**src/rtl/vga_rx_monitor.sv**
```systemverilog
// vga_rx_monitor
//   Watches a TinyVGA-style stream (active-low syncs, 2-bit RGB), locks onto
//   its timing and reports the active-pixel coordinates. It also computes a
//   CRC-16-CCITT signature of every complete frame received while locked and
//   keeps a saturating count of timing errors.
//
// Parameters
//   H_TOTAL, V_TOTAL          clocks per line, lines per frame
//   H_ACT_START, V_ACT_START  first active clock / line, counted from the sync fall
//   H_ACTIVE, V_ACTIVE        active pixels per line, active lines per frame
//
// Ports
//   clk           pixel clock, one pixel per cycle
//   rst           synchronous, active-high reset
//   i_hsync       active-low horizontal sync
//   i_vsync       active-low vertical sync
//   i_red/green/blue  2-bit colour components
//   o_locked      high while the lock FSM is in LOCKED
//   o_hpos/o_vpos active-pixel coordinates (0 outside the active area)
//   o_pix_valid   the current cycle carries an active pixel
//   o_frame_done  one-cycle pulse when o_signature updates
//   o_signature   CRC of the last complete, error-free locked frame
//   o_err_count   saturating count of line and frame timing errors
module vga_rx_monitor #(
  parameter int H_TOTAL     = 800,
  parameter int V_TOTAL     = 525,
  parameter int H_ACT_START = 144,
  parameter int V_ACT_START = 35,
  parameter int H_ACTIVE    = 640,
  parameter int V_ACTIVE    = 480
) (
  input  logic       clk,
  input  logic       rst,
  input  logic       i_hsync,
  input  logic       i_vsync,
  input  logic [1:0] i_red,
  input  logic [1:0] i_green,
  input  logic [1:0] i_blue,
  output logic       o_locked,
  output logic [9:0] o_hpos,
  output logic [9:0] o_vpos,
  output logic       o_pix_valid,
  output logic       o_frame_done,
  output logic [15:0] o_signature,
  output logic [7:0] o_err_count
);

  localparam logic [1:0] ST_SEARCH  = 2'd0;
  localparam logic [1:0] ST_ACQUIRE = 2'd1;
  localparam logic [1:0] ST_LOCKED  = 2'd2;

  localparam logic [10:0] H_TOTAL_W = 11'(H_TOTAL);
  localparam logic [9:0]  V_TOTAL_W = 10'(V_TOTAL);
  localparam logic [9:0]  H_ACT_LO  = 10'(H_ACT_START);
  localparam logic [9:0]  H_ACT_HI  = 10'(H_ACT_START + H_ACTIVE - 1);
  localparam logic [9:0]  V_ACT_LO  = 10'(V_ACT_START);
  localparam logic [9:0]  V_ACT_HI  = 10'(V_ACT_START + V_ACTIVE - 1);
  localparam logic [9:0]  CNT_MAX   = 10'd1023;

  // Six bits of one pixel, MSB first, folded into the CRC in a single cycle.
  function automatic logic [15:0] crc16_step6(input logic [15:0] crc_in,
                                              input logic [5:0]  sym);
    logic [15:0] c;
    c = crc_in;
    for (int i = 5; i >= 0; i--) begin
      c = {c[14:0], 1'b0} ^ (((c[15] ^ sym[i]) == 1'b1) ? 16'h1021 : 16'h0000);
    end
    return c;
  endfunction

  logic [1:0]  r_state;
  logic [1:0]  w_state_next;
  logic        r_armed;
  logic        r_hs_prev;
  logic        r_vs_prev;
  logic [9:0]  r_hcnt;
  logic [9:0]  r_lcnt;
  logic        r_hs_seen;
  logic        r_line_err_seen;
  logic [15:0] r_crc;
  logic [15:0] r_signature;
  logic        r_frame_done;
  logic [7:0]  r_err_count;

  logic        w_hs_fall;
  logic        w_vs_fall;
  logic [10:0] w_hcnt_plus1;
  logic        w_line_err;
  logic        w_frame_err;
  logic        w_hsync_lost;
  logic        w_h_active;
  logic        w_v_active;
  logic        w_pix_valid;
  logic [15:0] w_crc_next;

  // r_armed masks the first cycle after reset so a sync input that is already
  // low when reset drops is not mistaken for a falling edge.
  assign w_hs_fall = r_armed & r_hs_prev & ~i_hsync;
  assign w_vs_fall = r_armed & r_vs_prev & ~i_vsync;

  assign w_hcnt_plus1 = {1'b0, r_hcnt} + 11'd1;

  // The first hsync fall after reset or after hsync loss has no reference
  // line start, so its period is not checked.
  assign w_line_err  = w_hs_fall & r_hs_seen & (w_hcnt_plus1 != H_TOTAL_W);
  assign w_frame_err = w_vs_fall &
                       ((r_lcnt != V_TOTAL_W) | r_line_err_seen | w_line_err);

  // An hsync fall in the saturated cycle means the sync has just come back,
  // so it is not treated as a loss; this lets that same edge be acted upon.
  assign w_hsync_lost = (r_hcnt == CNT_MAX) & ~w_hs_fall;

  assign w_h_active  = (r_hcnt >= H_ACT_LO) & (r_hcnt <= H_ACT_HI);
  assign w_v_active  = (r_lcnt >= V_ACT_LO) & (r_lcnt <= V_ACT_HI);
  assign w_pix_valid = (r_state == ST_LOCKED) & w_h_active & w_v_active;

  assign w_crc_next = crc16_step6(r_crc, {i_red, i_green, i_blue});

  always_comb begin
    w_state_next = r_state;
    if (w_hsync_lost) begin
      w_state_next = ST_SEARCH;
    end else begin
      case (r_state)
        ST_SEARCH:  if (w_vs_fall) w_state_next = ST_ACQUIRE;
        ST_ACQUIRE: if (w_vs_fall && !w_frame_err) w_state_next = ST_LOCKED;
        ST_LOCKED:  if (w_line_err || w_frame_err) w_state_next = ST_ACQUIRE;
        default:    w_state_next = ST_SEARCH;
      endcase
    end
  end

  always_ff @(posedge clk) begin
    if (rst) begin
      r_state   <= ST_SEARCH;
      r_armed   <= 1'b0;
      r_hs_prev <= 1'b1;
      r_vs_prev <= 1'b1;
    end else begin
      r_state   <= w_state_next;
      r_armed   <= 1'b1;
      r_hs_prev <= i_hsync;
      r_vs_prev <= i_vsync;
    end
  end

  // Line and frame counters; both saturate rather than wrap.
  always_ff @(posedge clk) begin
    if (rst) begin
      r_hcnt <= 10'd0;
      r_lcnt <= 10'd0;
    end else begin
      if (w_hs_fall) begin
        r_hcnt <= 10'd0;
      end else if (r_hcnt != CNT_MAX) begin
        r_hcnt <= r_hcnt + 10'd1;
      end

      if (w_vs_fall) begin
        r_lcnt <= w_hs_fall ? 10'd1 : 10'd0;
      end else if (w_hs_fall && (r_lcnt != CNT_MAX)) begin
        r_lcnt <= r_lcnt + 10'd1;
      end
    end
  end

  always_ff @(posedge clk) begin
    if (rst) begin
      r_hs_seen       <= 1'b0;
      r_line_err_seen <= 1'b0;
    end else begin
      if (w_hs_fall) begin
        r_hs_seen <= 1'b1;
      end else if (r_hcnt == CNT_MAX) begin
        r_hs_seen <= 1'b0;
      end

      // A line error in the vsync-fall cycle is already folded into that
      // cycle's frame error, so the flag can simply restart.
      if (w_vs_fall) begin
        r_line_err_seen <= 1'b0;
      end else if (w_line_err) begin
        r_line_err_seen <= 1'b1;
      end
    end
  end

  always_ff @(posedge clk) begin
    if (rst) begin
      r_crc        <= 16'hFFFF;
      r_signature  <= 16'h0000;
      r_frame_done <= 1'b0;
    end else begin
      r_frame_done <= 1'b0;
      if (w_vs_fall) begin
        r_crc <= 16'hFFFF;
        if ((r_state == ST_LOCKED) && !w_frame_err) begin
          r_signature  <= r_crc;
          r_frame_done <= 1'b1;
        end
      end else if (w_pix_valid) begin
        r_crc <= w_crc_next;
      end
    end
  end

  always_ff @(posedge clk) begin
    if (rst) begin
      r_err_count <= 8'd0;
    end else if ((r_state != ST_SEARCH) && (w_line_err || w_frame_err) &&
                 (r_err_count != 8'hFF)) begin
      r_err_count <= r_err_count + 8'd1;
    end
  end

  assign o_locked     = (r_state == ST_LOCKED);
  assign o_pix_valid  = w_pix_valid;
  assign o_hpos       = w_pix_valid ? (r_hcnt - H_ACT_LO) : 10'd0;
  assign o_vpos       = w_pix_valid ? (r_lcnt - V_ACT_LO) : 10'd0;
  assign o_frame_done = r_frame_done;
  assign o_signature  = r_signature;
  assign o_err_count  = r_err_count;

endmodule

```
**config.mk**
```make
export PLATFORM = sky130hd
export DESIGN_NAME = vga_rx_monitor
export DESIGN_NICKNAME = d
export VERILOG_FILES = /design/src/rtl/vga_rx_monitor.sv
export SDC_FILE = /design/constraint.sdc
export NUM_CORES = 1
export LEC_CHECK = 0
export ABC_AREA = 1
export BUFFER_PORTS_ARGS = -buffer_cell sky130_fd_sc_hd__buf_2
export CORE_ASPECT_RATIO = 0.6
export CORE_UTILIZATION = 30
export CTS_CLUSTER_DIAMETER = 60
export DETAILED_ROUTE_END_ITERATION = 10
export PLACE_DENSITY = 0.54
export SLEW_MARGIN = 40
export SYNTH_ARGS = -nofsm -noshare
export SYNTH_HDL_FRONTEND = slang
export SYNTH_SLANG_ARGS = --single-unit
```
**constraint.sdc**
```tcl
create_clock -name clk -period 4.4 [get_ports clk]
set_input_delay 0.44 -clock clk [delete_from_list [all_inputs] [get_ports clk]]
set_output_delay 0.44 -clock clk [all_outputs]
set_load 0.005 [all_outputs]
```
**Word level (Yosys, flattened, before mapping)**

Cells that the tools add are included.

- Output and inout port bits: 47
- Word-level logic and storage cells: 99
- Register bits after elaboration: 68

- Reductions and logical operators: 17
- Bitwise logic cells: 30
- Equality and inequality tests: 11
- $add $sub $neg: 6
- Muxes and demuxes: 19
- Order comparisons: 4

Operators with widths:

| operator | count |
|---|---|
| bitwise XOR 16 x 13 -> 16 bit | 6 |
| 2-to-1 mux 13 bit | 6 |
| 2-to-1 mux 10 bit | 4 |
| inequality test 10 bit (second input constant) | 3 |
| adder 10 x 1 -> 10 bit (second input constant) | 2 |
| less-or-equal comparator 10 bit (second input constant) | 2 |
| bitwise AND 1 bit | 12 |
| adder 10 x 1 -> 11 bit (second input constant) | 1 |
| inequality test 11 x 10 -> 1 bit (second input constant) | 1 |
| equality test 10 bit (second input constant) | 1 |
| greater-or-equal comparator 10 x 6 -> 1 bit (second input constant) | 1 |
| greater-or-equal comparator 10 x 8 -> 1 bit (second input constant) | 1 |
| subtractor 10 x 6 -> 10 bit (second input constant) | 1 |
| subtractor 10 x 8 -> 10 bit (second input constant) | 1 |
| adder 8 x 1 -> 8 bit (second input constant) | 1 |
| inequality test 8 bit (second input constant) | 1 |
| OR reduction 2 bit | 4 |
| 2-to-1 mux 2 bit | 3 |
| one-hot mux 2 bit (3 select lines) | 1 |
| nonzero test 2 bit | 3 |
| bitwise XOR 1 bit | 6 |
| logical AND 1 bit | 5 |
| 2-to-1 mux 1 bit | 5 |
| inequality test 2 bit (second input constant) | 2 |
| 10 further kinds | 14 |

**Logic depth before layout (Yosys ltp)**

Gate-level depths: netlist (run 1).

- Depth after elaboration: 18
- Depth in mapped cells: 14

**Least setup slack after synthesis (run 1)**

Ideal clock, no wire load.

- Kind: flip-flop to output port
- Start: register r_hcnt[0]
- End: output port o_vpos[5]
- Data required time: 3960 ps
- Cell stages (with the launch flop): 11
- Arrival: 1723 ps
- Path slack: 2237 ps
- Path through: dfxtp_1 ha_1 nand2_1 nor2_1 a21oi_1 o31ai_1 nand3_1 nor2_2 inv_2 buf_2 nor3b_1

- Word-level cells in the longest chain between the ends: 5

Ends and longest elaborated chain:

| element | RTL line | text |
|---|---|---|
| start, declared | 76 | `logic [9:0] r_hcnt;` |
| start signal, assigned | 156 | `r_hcnt <= r_hcnt + 10'd1;` |
| greater-or-equal comparator 10 x 8 -> 1 bit / less-or-equal comparator 10 bit (equally long branches) | 113 | `assign w_h_active = (r_hcnt >= H_ACT_LO) & (r_hcnt <= H_ACT_HI);` |
| bitwise AND 1 bit (*) | 113 |  |
| bitwise AND 1 bit (*) (2 in a row) | 115 | `assign w_pix_valid = (r_state == ST_LOCKED) & w_h_active & w_v_active;` |
| 2-to-1 mux 10 bit (*) | 219 | `assign o_vpos = w_pix_valid ? (r_lcnt - V_ACT_LO) : 10'd0;` |
| end, declared | 41 | `output logic [9:0] o_vpos,` |

Every way passes the cells marked *; elsewhere a longest branch is shown, timed or not.

**Worst setup path in the final report (run 1)**

- Start: register r_lcnt[0]
- End: output port o_vpos[0]

- Word-level cells in the longest chain between the ends: 4

Ends and longest elaborated chain:

| element | RTL line | text |
|---|---|---|
| start, declared | 77 | `logic [9:0] r_lcnt;` |
| start signal, assigned | 160 | `r_lcnt <= w_hs_fall ? 10'd1 : 10'd0;` |
| start signal, assigned | 162 | `r_lcnt <= r_lcnt + 10'd1;` |
| greater-or-equal comparator 10 x 6 -> 1 bit / less-or-equal comparator 10 bit (equally long branches) | 114 | `assign w_v_active = (r_lcnt >= V_ACT_LO) & (r_lcnt <= V_ACT_HI);` |
| bitwise AND 1 bit | 114 |  |
| bitwise AND 1 bit | 115 |  |
| 2-to-1 mux 10 bit (*) | 219 |  |

Marked as above.

==> reports/results.ini, run 1 <==
[clocking]
worst_setup_hold_path_clk_slew_ns = 0.05
clock-root-buffer = sky130_fd_sc_hd__clkbuf_16
clock_insertion_delay_worst_skew_ns = 0.33
cts_tree = yes
number_of_clock_buffers_inserted_by_tritoncts = 9
post_cts_resize_count = 0
h_tree_depth = 3
cts_num_sinks = 68
number_of_buffers_inserted_for_hold_repair_after_clock_tree_synthesis = 0
post_cts.repair.setup_buffers = 0
clk_path_buf_depth = 2

[power]
switching_share_pct = 22.4
clkPwrFrac_pct = 50.6
irDropWorstVdd_mv = 0.202
pwr_density_cell_mw_per_mm2 = 326
switching_power_uw = 316
power_frac_seq_pct = 44.7
p_leak_nw = 2.18
share_comb_of_total_power_pct = 4.7
power.internal_mw = 1.09

[cells_and_area]
antenna_cells = 0
layout-area-overhead-vs-synth_pct = 19.1
mostFrequentLayoutCell = sky130_fd_sc_hd__nand2_1
finalCoreUtilization_pct = 37.4
final_layout_size_suffix_gt1_share_pct = 13.9
layout_common_cells = sky130_fd_sc_hd__nand2_1, sky130_fd_sc_hd__nor2_1, sky130_fd_sc_hd__inv_1
stdcell_area_mm2 = 0.00433
nNetsFinal = 611

[placement]
port_buffers = 56
finalWeightedCongestion = 0.860
placed_cell_area_mm2 = 0.00404
dp_hpwl_um = 6530

[logic_synthesis]
syn_area_mm2 = 0.00363
synth.top_cell.area_share_pct = 37.5
synth.yosys.seq_area_share_pct = 37.5
mean_instance_size_in_the_synthesized_netlist_um2 = 6.77
ys.warnings.count = 0
yosysUniqueCellTypes = 33
synthFlopType = sky130_fd_sc_hd__dfxtp_1
synth_register_bits = 68
netlist_instances = 537
synth_nets = 557
synth_area_leaders = sky130_fd_sc_hd__dfxtp_1, sky130_fd_sc_hd__nand2_1, sky130_fd_sc_hd__nor2_1, sky130_fd_sc_hd__inv_1, sky130_fd_sc_hd__xor2_1
synth_async_sr_flop_share_pct = 0
yosys.area.top_type = sky130_fd_sc_hd__dfxtp_1
synth_enable_flop_cells = 0

[setup_path]
cp_data_arrival_time_ns = 2.56
critical_path_peak_fanout = 30
worst-endpoint-required_ns = 3.96
setup.worst_path.start = r_lcnt[0]
worstSetupPathType = reg2out
startpoint_type = flop
regToRegEndpoint = o_signature[12]
endpoint_kind = output port
ff2ff_setup_slack_ns = 1.82
r2r-start = r_hcnt[0]
logic_depth_of_the_worst_register_to_register_path = 11

[drt]
initialDrtViolationCount = 227
route.final.wire_length_um = 9020
drt_drc_violations_left = 0
drt-vias-per-instance = 4.49
via_count = 3390
detailedRoute.firstPassIterationCount = 5
postRouteAntennaNets = 0
drt-wirelength-per-cell_um = 11.9

[sta]
period_needed_ns = 3.00
setup_tns_ns = 0
slew_headroom_pct = 54.8
report.final.hold_viol_count = 0
final-max-slew-violation-count = 0
skew_ns = 0.00903
worst_slew_pin_slew_ns = 0.678
finalSetupViolCount = 0
rsz0062_at_grt = false
maxClockFrequency_mhz = 333
final.period_utilization_pct = 68.3

[global_route]
grt_antenna_before_repair = 0
global_route_wire_length_before_repair_um = 14700
global_route.usage.total_pct = 15.2
vias_in_the_first_global_route = 2978
grt_max_degree = 34
grt_overflow = 0

[floorplan]
placement_rows = 30
dieWidth_um = 144
effective_utilization_at_floorplan_pct = 31.4
design.die.area_mm2 = 0.0126
dieHeight_um = 87.2
top_ports = 57
core_mm2 = 0.0116

[worst_hold_path]
whs_path_depth = 3
hold_end = r_vs_prev
hp-class = in2reg
worst_hold_start = i_vsync

[status]
status = completed

[job]
cap_violations = 0

[how the worst max path moves through the flow]
stage | slack, ns | endpoint | cells past startpoint
3_3_place_gp | 1.65 | o_vpos[0] | 10
5_1_grt | 1.12 | o_vpos[5] | 10
3_5_place_dp | 1.71 | o_vpos[0] | 10
2_1_floorplan | 2.24 | o_vpos[5] | 10
4_1_cts | 1.33 | o_vpos[0] | 10
6_report | 1.40 | o_vpos[0] | 10
[routing by layer]
| metal | up-vias | share of wire (%) | GRT usage, % |
|---|---|---|---|
| li1 | 1798 | - | - |
| met1 | 1503 | 56 | 23.2 |
| met2 | 82 | 39 | 20.4 |
| met3 | 7 | 4.8 | 4.18 |
| met4 | 0 | 0.70 | 4.06 |
| met5 | - | 0 | 0 |
[area by class of cell]
type	instances	area [um^2]
flip-flops and latches	68	1360
clock buffers	13	250
well taps	160	200
repair buffers	58	295
multi-input cells	379	1910
inverters	75	282
clock inverters	2	35.0
fillers	1261	7230
[cell families (layout without fill, tap and decap cells)]
group / after synthesis / in the layout / synth area share (%)
buffers and inverters: 90 / 148 / 10.1
DFF: 68 / 68 / 37.5
AOI/OAI and AO/OA: 67 / 67 / 10.2
xor gates and xnor gates: 28 / 28 / 6.75
adders and majority gates: 10 / 10 / 3.44
and+or+nand+nor: 274 / 274 / 32.0
[state kept, by name (all words and copies together), names as in the netlist, 2 cells and up]
signal and cells:
o_err_count 8, o_signature 16, r_crc 16, r_hcnt 10, r_lcnt 10, r_state 2
[stage by stage]
stage	setup WS [ns]	power, mW	std cells	hold slack [ns]
after floorplan	2.24	0.688	537	0.435
after global placement	1.65	0.709	740	0.468
after detailed placement	1.71	0.710	740	0.475
after CTS	1.33	1.42	755	0.319
after global routing	1.12	1.46	755	0.335
final	1.40	1.41	755	0.329
[critical path, cell delays in order, from the launching register on]
cell,delay (ns)
sky130_fd_sc_hd__dfxtp_1,0.36
sky130_fd_sc_hd__ha_1,0.25
sky130_fd_sc_hd__inv_1,0.08
sky130_fd_sc_hd__nand2_1,0.08
sky130_fd_sc_hd__o21ai_0,0.43
sky130_fd_sc_hd__nand3_1,0.12
sky130_fd_sc_hd__o21ai_0,0.13
sky130_fd_sc_hd__nor2_2,0.08
sky130_fd_sc_hd__inv_2,0.43
sky130_fd_sc_hd__nor2_1,0.12
sky130_fd_sc_hd__buf_2,0.16
[cell usage after synthesis, drive strengths merged (2+ instances only)]
| cell type | n |
|---|---|
| o211ai | 3 |
| clkbuf | 4 |
| nor4 | 2 |
| xnor2 | 9 |
| nand3 | 29 |
| inv | 75 |
| a21oi | 30 |
| nand4 | 14 |
| o21ai | 27 |
| nand2 | 127 |
| xor2 | 19 |
| ha | 10 |
| buf | 11 |
| or2 | 3 |
| o21bai | 2 |
| nor3 | 2 |
| nor2 | 96 |
| a31oi | 2 |
| dfxtp | 68 |
[power groups by stage]
stage | clock (mW) | sequential (mW) | combinational [mW]
5_1_grt | 0.751 | 0.631 | 0.0763
3_5_place_dp | 0 | 0.643 | 0.0665
6_report | 0.714 | 0.630 | 0.0668
2_1_floorplan | 0 | 0.641 | 0.0477
4_1_cts | 0.727 | 0.630 | 0.0672
3_3_place_gp | 0 | 0.642 | 0.0663
No activity file was read; power rests on OpenSTA's default activity.
==> inputs of run 2 (changes only) <==
Settings changed: ABC_AREA 1 to 0, PLACE_DENSITY 0.54 to 0.55.
Clock period 4.4 ns to 2.7 ns, I/O delays scaled along.
==> run 2 against run 1 <==
  * The flow now finishes with violations (design-rule violations)
  * Sequential share of layout area hardly changed
  * Sequential power is 63% higher
  * Global-route usage decreased by 0.67 points
  * Setup slack lost 1.3 ns
  * Clock skew down 0.0014 ns
  * Critical path depth decreased by 3
  * Non-clock buffer count rose by 13
  * Critical path type unchanged
==> reports/results.ini, run 2 <==
[status]
status = finished with violations
violations = design-rule violations

[logic_synthesis]
ys.warnings.count = 0
synth_enable_flop_cells = 0
synthFlopType = sky130_fd_sc_hd__dfxtp_1
synth.yosys.seq_area_share_pct = 38.7
synthSimpleGateAreaFrac_pct = 23.1
syn_area_mm2 = 0.00351
synth_top_family_by_area = simple AND/OR/NAND/NOR gates
synth_nets = 429
mean_instance_size_in_the_synthesized_netlist_um2 = 8.59
fraction_of_the_mapped_netlist_area_in_adder_cells_pct = 3.56
synth_top_cells_by_count = sky130_fd_sc_hd__dfxtp_1, sky130_fd_sc_hd__nor2_1, sky130_fd_sc_hd__nand2_1
synth_register_bits = 68
synth_most_common_cell = sky130_fd_sc_hd__dfxtp_1
yosys.area.top_type = sky130_fd_sc_hd__dfxtp_1
netlist_instances = 409
synth_area_leaders = sky130_fd_sc_hd__dfxtp_1, sky130_fd_sc_hd__nor2_1, sky130_fd_sc_hd__mux2i_1, sky130_fd_sc_hd__xnor2_1, sky130_fd_sc_hd__xor2_1
synth_async_sr_flop_share_pct = 0
synth_mux_area_share_pct = 6.55
yosysUniqueCellTypes = 54
synth-compound-area-share_pct = 12.5
synth.top_cell.area_share_pct = 38.7
synth_xor_area_share_pct = 10.2

[setup_path]
ordered_list_of_cells_on_the_worst_path = or3_1, o21a_1, o311a_1, o211ai_4, buf_4, nor2_1, buf_2
cp_data_arrival_time_ns = 2.32
logic_depth_of_the_worst_register_to_register_path = 9
critPathTopFamily = compound AO/OA/AOI/OAI gates
endpoint_kind = output port
startpoint_type = flop
cp_num_buf_inv = 2
critical_path.slowest_cell = sky130_fd_sc_hd__or3_1
worst-endpoint-required_ns = 2.43
cp.depth = 7
worstSetupPathType = reg2out
cp_slowest_stage_delay_ns = 0.46
ff2ff_setup_slack_ns = 0.30
critical_path_peak_fanout = 7

[drt]
postRouteAntennaNets = 0
drt-vias-per-instance = 4.78
route.final.wire_length_um = 8670
initialDrtViolationCount = 194
via_count = 3028
detailedRoute.firstPassIterationCount = 7
drt-wirelength-per-cell_um = 13.7
drt_drc_violations_left = 1

[sta]
worst_slew_pin_slew_ns = 0.590
final-max-slew-violation-count = 0
report.final.hold_viol_count = 0
final.period_utilization_pct = 96.0
rsz0062_at_grt = false
finalSetupViolCount = 0
period_needed_ns = 2.59
slew_headroom_pct = 60.7
skew_ns = 0.00759
setup_tns_ns = 0
maxClockFrequency_mhz = 386

[global_route]
global_route_wire_length_before_repair_um = 13800
grt_antenna_before_repair = 0
grt_max_degree = 31
vias_in_the_first_global_route = 2742
grt_overflow = 0
global_route.usage.total_pct = 14.6

[placement]
port_buffers = 56
dp.cells = 613
dp_hpwl_um = 6230
finalWeightedCongestion = 0.787

[clocking]
cts_num_sinks = 68
clock_insertion_delay_worst_skew_ns = 0.33
clock-root-buffer = sky130_fd_sc_hd__clkbuf_16
clk_path_buf_depth = 2
cts_tree = yes
h_tree_depth = 3
number_of_buffers_inserted_for_hold_repair_after_clock_tree_synthesis = 0
number_of_clock_buffers_inserted_by_tritoncts = 9
worst_setup_hold_path_clk_slew_ns = 0.06

[floorplan]
dieWidth_um = 142
effective_utilization_at_floorplan_pct = 31.0
design.die.area_mm2 = 0.0122
placement_rows = 30
core_mm2 = 0.0113
top_ports = 57
dieHeight_um = 85.8

[cells_and_area]
layout_common_cells = sky130_fd_sc_hd__dfxtp_1, sky130_fd_sc_hd__nor2_1, sky130_fd_sc_hd__buf_2
final_layout_size_suffix_gt1_share_pct = 21.7
mostFrequentLayoutCell = sky130_fd_sc_hd__dfxtp_1
nNetsFinal = 489
antenna_cells = 0
layout-area-overhead-vs-synth_pct = 23.8
finalNonFillerCells = 634

[power]
power.internal_mw = 1.77
irDropWorstVdd_mv = 0.302
share_comb_of_total_power_pct = 4.4
pwr_density_cell_mw_per_mm2 = 529
switching_power_uw = 533
power_frac_seq_pct = 44.6
clkPwrFrac_pct = 51.1
switching_share_pct = 23.2
p_leak_nw = 1.88

[worst_hold_path]
hp-class = in2reg
whs_path_depth = 2

[job]
cap_violations = 0

[run 2: path summary, 6_finish.rpt]
check | from | endpoint
worst max register to register | r_hcnt[1] | o_signature[8]
worst min register to register | r_hs_seen | r_hs_seen
worst max-delay path | r_lcnt[2] | o_hpos[9]
worst min-delay path | i_hsync | r_hs_prev
[run 2: routing by layer]
| layer | vias up | routed length [um] | GRT usage [%] |
|---|---|---|---|
| met3 | 4 | 416 | 4.69 |
| met5 | - | 0 | 0 |
| met4 | 0 | 52 | 2.64 |
| li1 | 1536 | - | - |
| met1 | 1416 | 4790 | 22.2 |
| met2 | 72 | 3410 | 19.5 |
[run 2: cell families (layout without fill, tap and decap cells)]
logic type / Yosys count / count (layout)
muxes: 23 / 23
buffers and inverters: 38 / 103
DFF: 68 / 68
and+or+nand+nor: 168 / 168
adders and majority gates: 10 / 10
xor gates and xnor gates: 41 / 41
AOI/OAI and AO/OA: 61 / 61
[run 2: cell type report]
type	count	area, um^2
Timing Repair Buffer	71	435
Inverter	16	60.1
Clock inverter	7	73.8
Fill cell	1223	6990
Clock buffer	9	225
Tap cell	160	200
Multi-Input combinational cell	303	1990
Sequential cell	68	1370
[run 2: metrics by stage]
stage               worst slack, ns  cell area, um^2  utilization [%]  hold WS, ns  power, mW
floorplan                     0.524             3510                -        0.377       1.12
global placement              0.296             3970             35.0        0.450       1.15
detailed placement            0.201             3970             35.0        0.457       1.15
CTS                          0.0196             4300             37.9        0.148       2.33
global route                0.00138             4350             38.4        0.156       2.38
finish                        0.109             4350             38.4        0.155       2.30
[run 2: repair_timing]
item                                   4_1_cts  5_1_grt
cloned                                       0        1
setup endpoints to repair                    7       19
pin swaps                                    1        2
resized for setup                            2        7
endpoints found under the hold margin        0        0
buffers inserted                             3        1
[run 2: power groups by stage]
stage / combinational (mW) / sequential (mW) / clock [mW]
6_report: 0.101 / 1.03 / 1.18
5_1_grt: 0.114 / 1.03 / 1.24
4_1_cts: 0.101 / 1.03 / 1.20
3_5_place_dp: 0.100 / 1.05 / 0
3_3_place_gp: 0.0994 / 1.05 / 0
2_1_floorplan: 0.0741 / 1.04 / 0
==> inputs of run 3 (changes only) <==
Settings changed: CTS_BUF_LIST from default to sky130_fd_sc_hd__clkbuf_8, PLACE_DENSITY 0.55 to 0.54.
Clock period 2.7 ns to 2.5 ns, I/O delays scaled along.
==> run 3 against run 2 <==
  * The flow now finishes without violations
  * Via count increased by 3.6%
  * Sequential share of layout area decreased by 0.26 points
  * Register-to-register slack got worse by 0.14 ns
  * Total power decreased by 11%
  * Sequential power increased by 7%
  * Final area increased by 1.5%
  * Wire length increased by 6.0%
  * Non-clock buffer count increased by 15
  * Critical path type unchanged
  * Largest cell class unchanged
==> reports/results.ini, run 3 (synthesis gave the netlist of run 2 again) <==
[placement]
port_buffers = 56
finalWeightedCongestion = 0.808
dp.cells = 618
dp_hpwl_um = 6360
placed_cell_area_mm2 = 0.00400
pre_cts_ws_ns = 0.0797

[floorplan]
top_ports = 57
core_mm2 = 0.0113
dieHeight_um = 85.8
effective_utilization_at_floorplan_pct = 31.0
placement_rows = 30
dieWidth_um = 142
design.die.area_mm2 = 0.0122

[sta]
report.final.hold_viol_count = 0
finalSetupViolCount = 0
worst_slew_pin_slew_ns = 0.578
rsz0062_at_grt = true
final.period_utilization_pct = 97.6
slew_headroom_pct = 61.5
final-max-slew-violation-count = 0
maxClockFrequency_mhz = 410
period_needed_ns = 2.44
skew_ns = 0.00946
finalWorstSetupSlack_ns = 0.0608

[setup_path]
cp_slowest_stage_delay_ns = 0.40
critical_path_peak_fanout = 5
critical_path.slowest_cell = sky130_fd_sc_hd__or3_4
startpoint_type = flop
ordered_list_of_cells_on_the_worst_path = or3_4, o21a_4, o311a_4, o211ai_4, inv_1, and2_1, buf_2
worst-endpoint-required_ns = 2.25
cp_data_arrival_time_ns = 2.19
worstSetupPathType = reg2out
endpoint_kind = output port

[clocking]
number_of_buffers_inserted_for_hold_repair_after_clock_tree_synthesis = 0
cts_num_sinks = 68
cts_tree = yes
h_tree_depth = 3
worst_setup_hold_path_clk_slew_ns = 0.08
clock-root-buffer = sky130_fd_sc_hd__clkbuf_8
number_of_clock_buffers_inserted_by_tritoncts = 9
clk_path_buf_depth = 2
clock_insertion_delay_worst_skew_ns = 0.36

[power]
pwr_density_cell_mw_per_mm2 = 464
design_power_total_mw = 2.05
irDropWorstVdd_mv = 0.226
p_leak_nw = 1.91

[status]
status = completed

[global_route]
global_route.usage.total_pct = 15.6
global_route_wire_length_before_repair_um = 14500
grt_overflow = 0
grt_max_degree = 31
grt_antenna_before_repair = 0
vias_in_the_first_global_route = 2794

[drt]
detailedRoute.firstPassIterationCount = 4
drt-vias-per-instance = 4.82
initialDrtViolationCount = 229
route.final.wire_length_um = 9180
drt-wirelength-per-cell_um = 14.1
postRouteAntennaNets = 0
via_count = 3136
drt_drc_violations_left = 0

[cells_and_area]
mostFrequentLayoutCell = sky130_fd_sc_hd__nor2_1
layout_common_cells = sky130_fd_sc_hd__nor2_1, sky130_fd_sc_hd__dfxtp_1, sky130_fd_sc_hd__buf_2
final_layout_size_suffix_gt1_share_pct = 25.9
stdcell_area_mm2 = 0.00442
finalCoreUtilization_pct = 39.0
antenna_cells = 0
layout-area-overhead-vs-synth_pct = 25.7
nNetsFinal = 505
finalNonFillerCells = 650

[worst_hold_path]
hp-class = in2reg

[job]
cap_violations = 0

-- run 3: changes by cell type in the layout (fill, tap and decap cells not counted), sizes merged --
cell	before	now
inv	18	17
clkbuf	10	9
o211ai	15	16
bufinv	1	0
clkinvlp	1	2
clkinv	3	4
bufbuf	0	1
buf	70	85
-- run 3: timing repair --
action / 4_1_cts / 5_1_grt
buffers inserted: 5 / 9
pin swaps: 1 / 2
gates cloned: 2 / 0
setup endpoints to repair: 16 / 40
gates resized for setup: 14 / 8
-- run 3: metal layers --
layer | GRT usage, % | vias up | wire length [um]
li1 | - | 1569 | -
met1 | 22.6 | 1491 | 4870
met2 | 21.3 | 65 | 3650
met3 | 5.25 | 11 | 527
met4 | 5.38 | 0 | 137
met5 | 0 | - | 0
-- run 3: report_power, final --
part,internal [mW],total (mW),switching (mW)
Sequential,1.09,1.10,0.0142
Clock,0.362,0.831,0.469
Combinational,0.0434,0.115,0.0715
Total,1.50,2.05,0.554
-- run 3: path summary, 6_finish.rpt --
| path | start | endpoint | slack (ns) | depth (start not counted) |
|---|---|---|---|---|
| max reg2reg | r_lcnt[1] | o_signature[14] | 0.16 | 10 |
| min | i_hsync | r_hs_prev | 0.09 | 2 |
| min reg2reg | o_signature[3] | o_signature[3] | 0.49 | 2 |
| max | r_lcnt[3] | o_hpos[2] | 0.06 | 7 |
-- run 3: layout make-up --
type,instances,area [um^2]
timing repair buffer,86,556
sequential,68,1380
multi-input combinational,304,2050
clock buffer,9,124
fill,1157,6920
tap,160,200
inverter,16,60.1
clock inverter,7,51.3
-- run 3: worst max-delay path: cells and delay by family, from the launching register on --
| family | cells | cell delay, ns |
|---|---|---|
| buf+inv | 2 | 0.21 |
| simple gates | 2 | 0.56 |
| compound gates | 3 | 0.71 |
| flops | 1 | 0.35 |
-- run 3: stage by stage --
stage,setup TNS [ns],hold slack (ns)
final,0,0.0938
after global routing,-0.100,0.0791
after CTS,0,0.0822
after detailed placement,0,0.470
after global placement,0,0.454
after floorplan,0,0.357
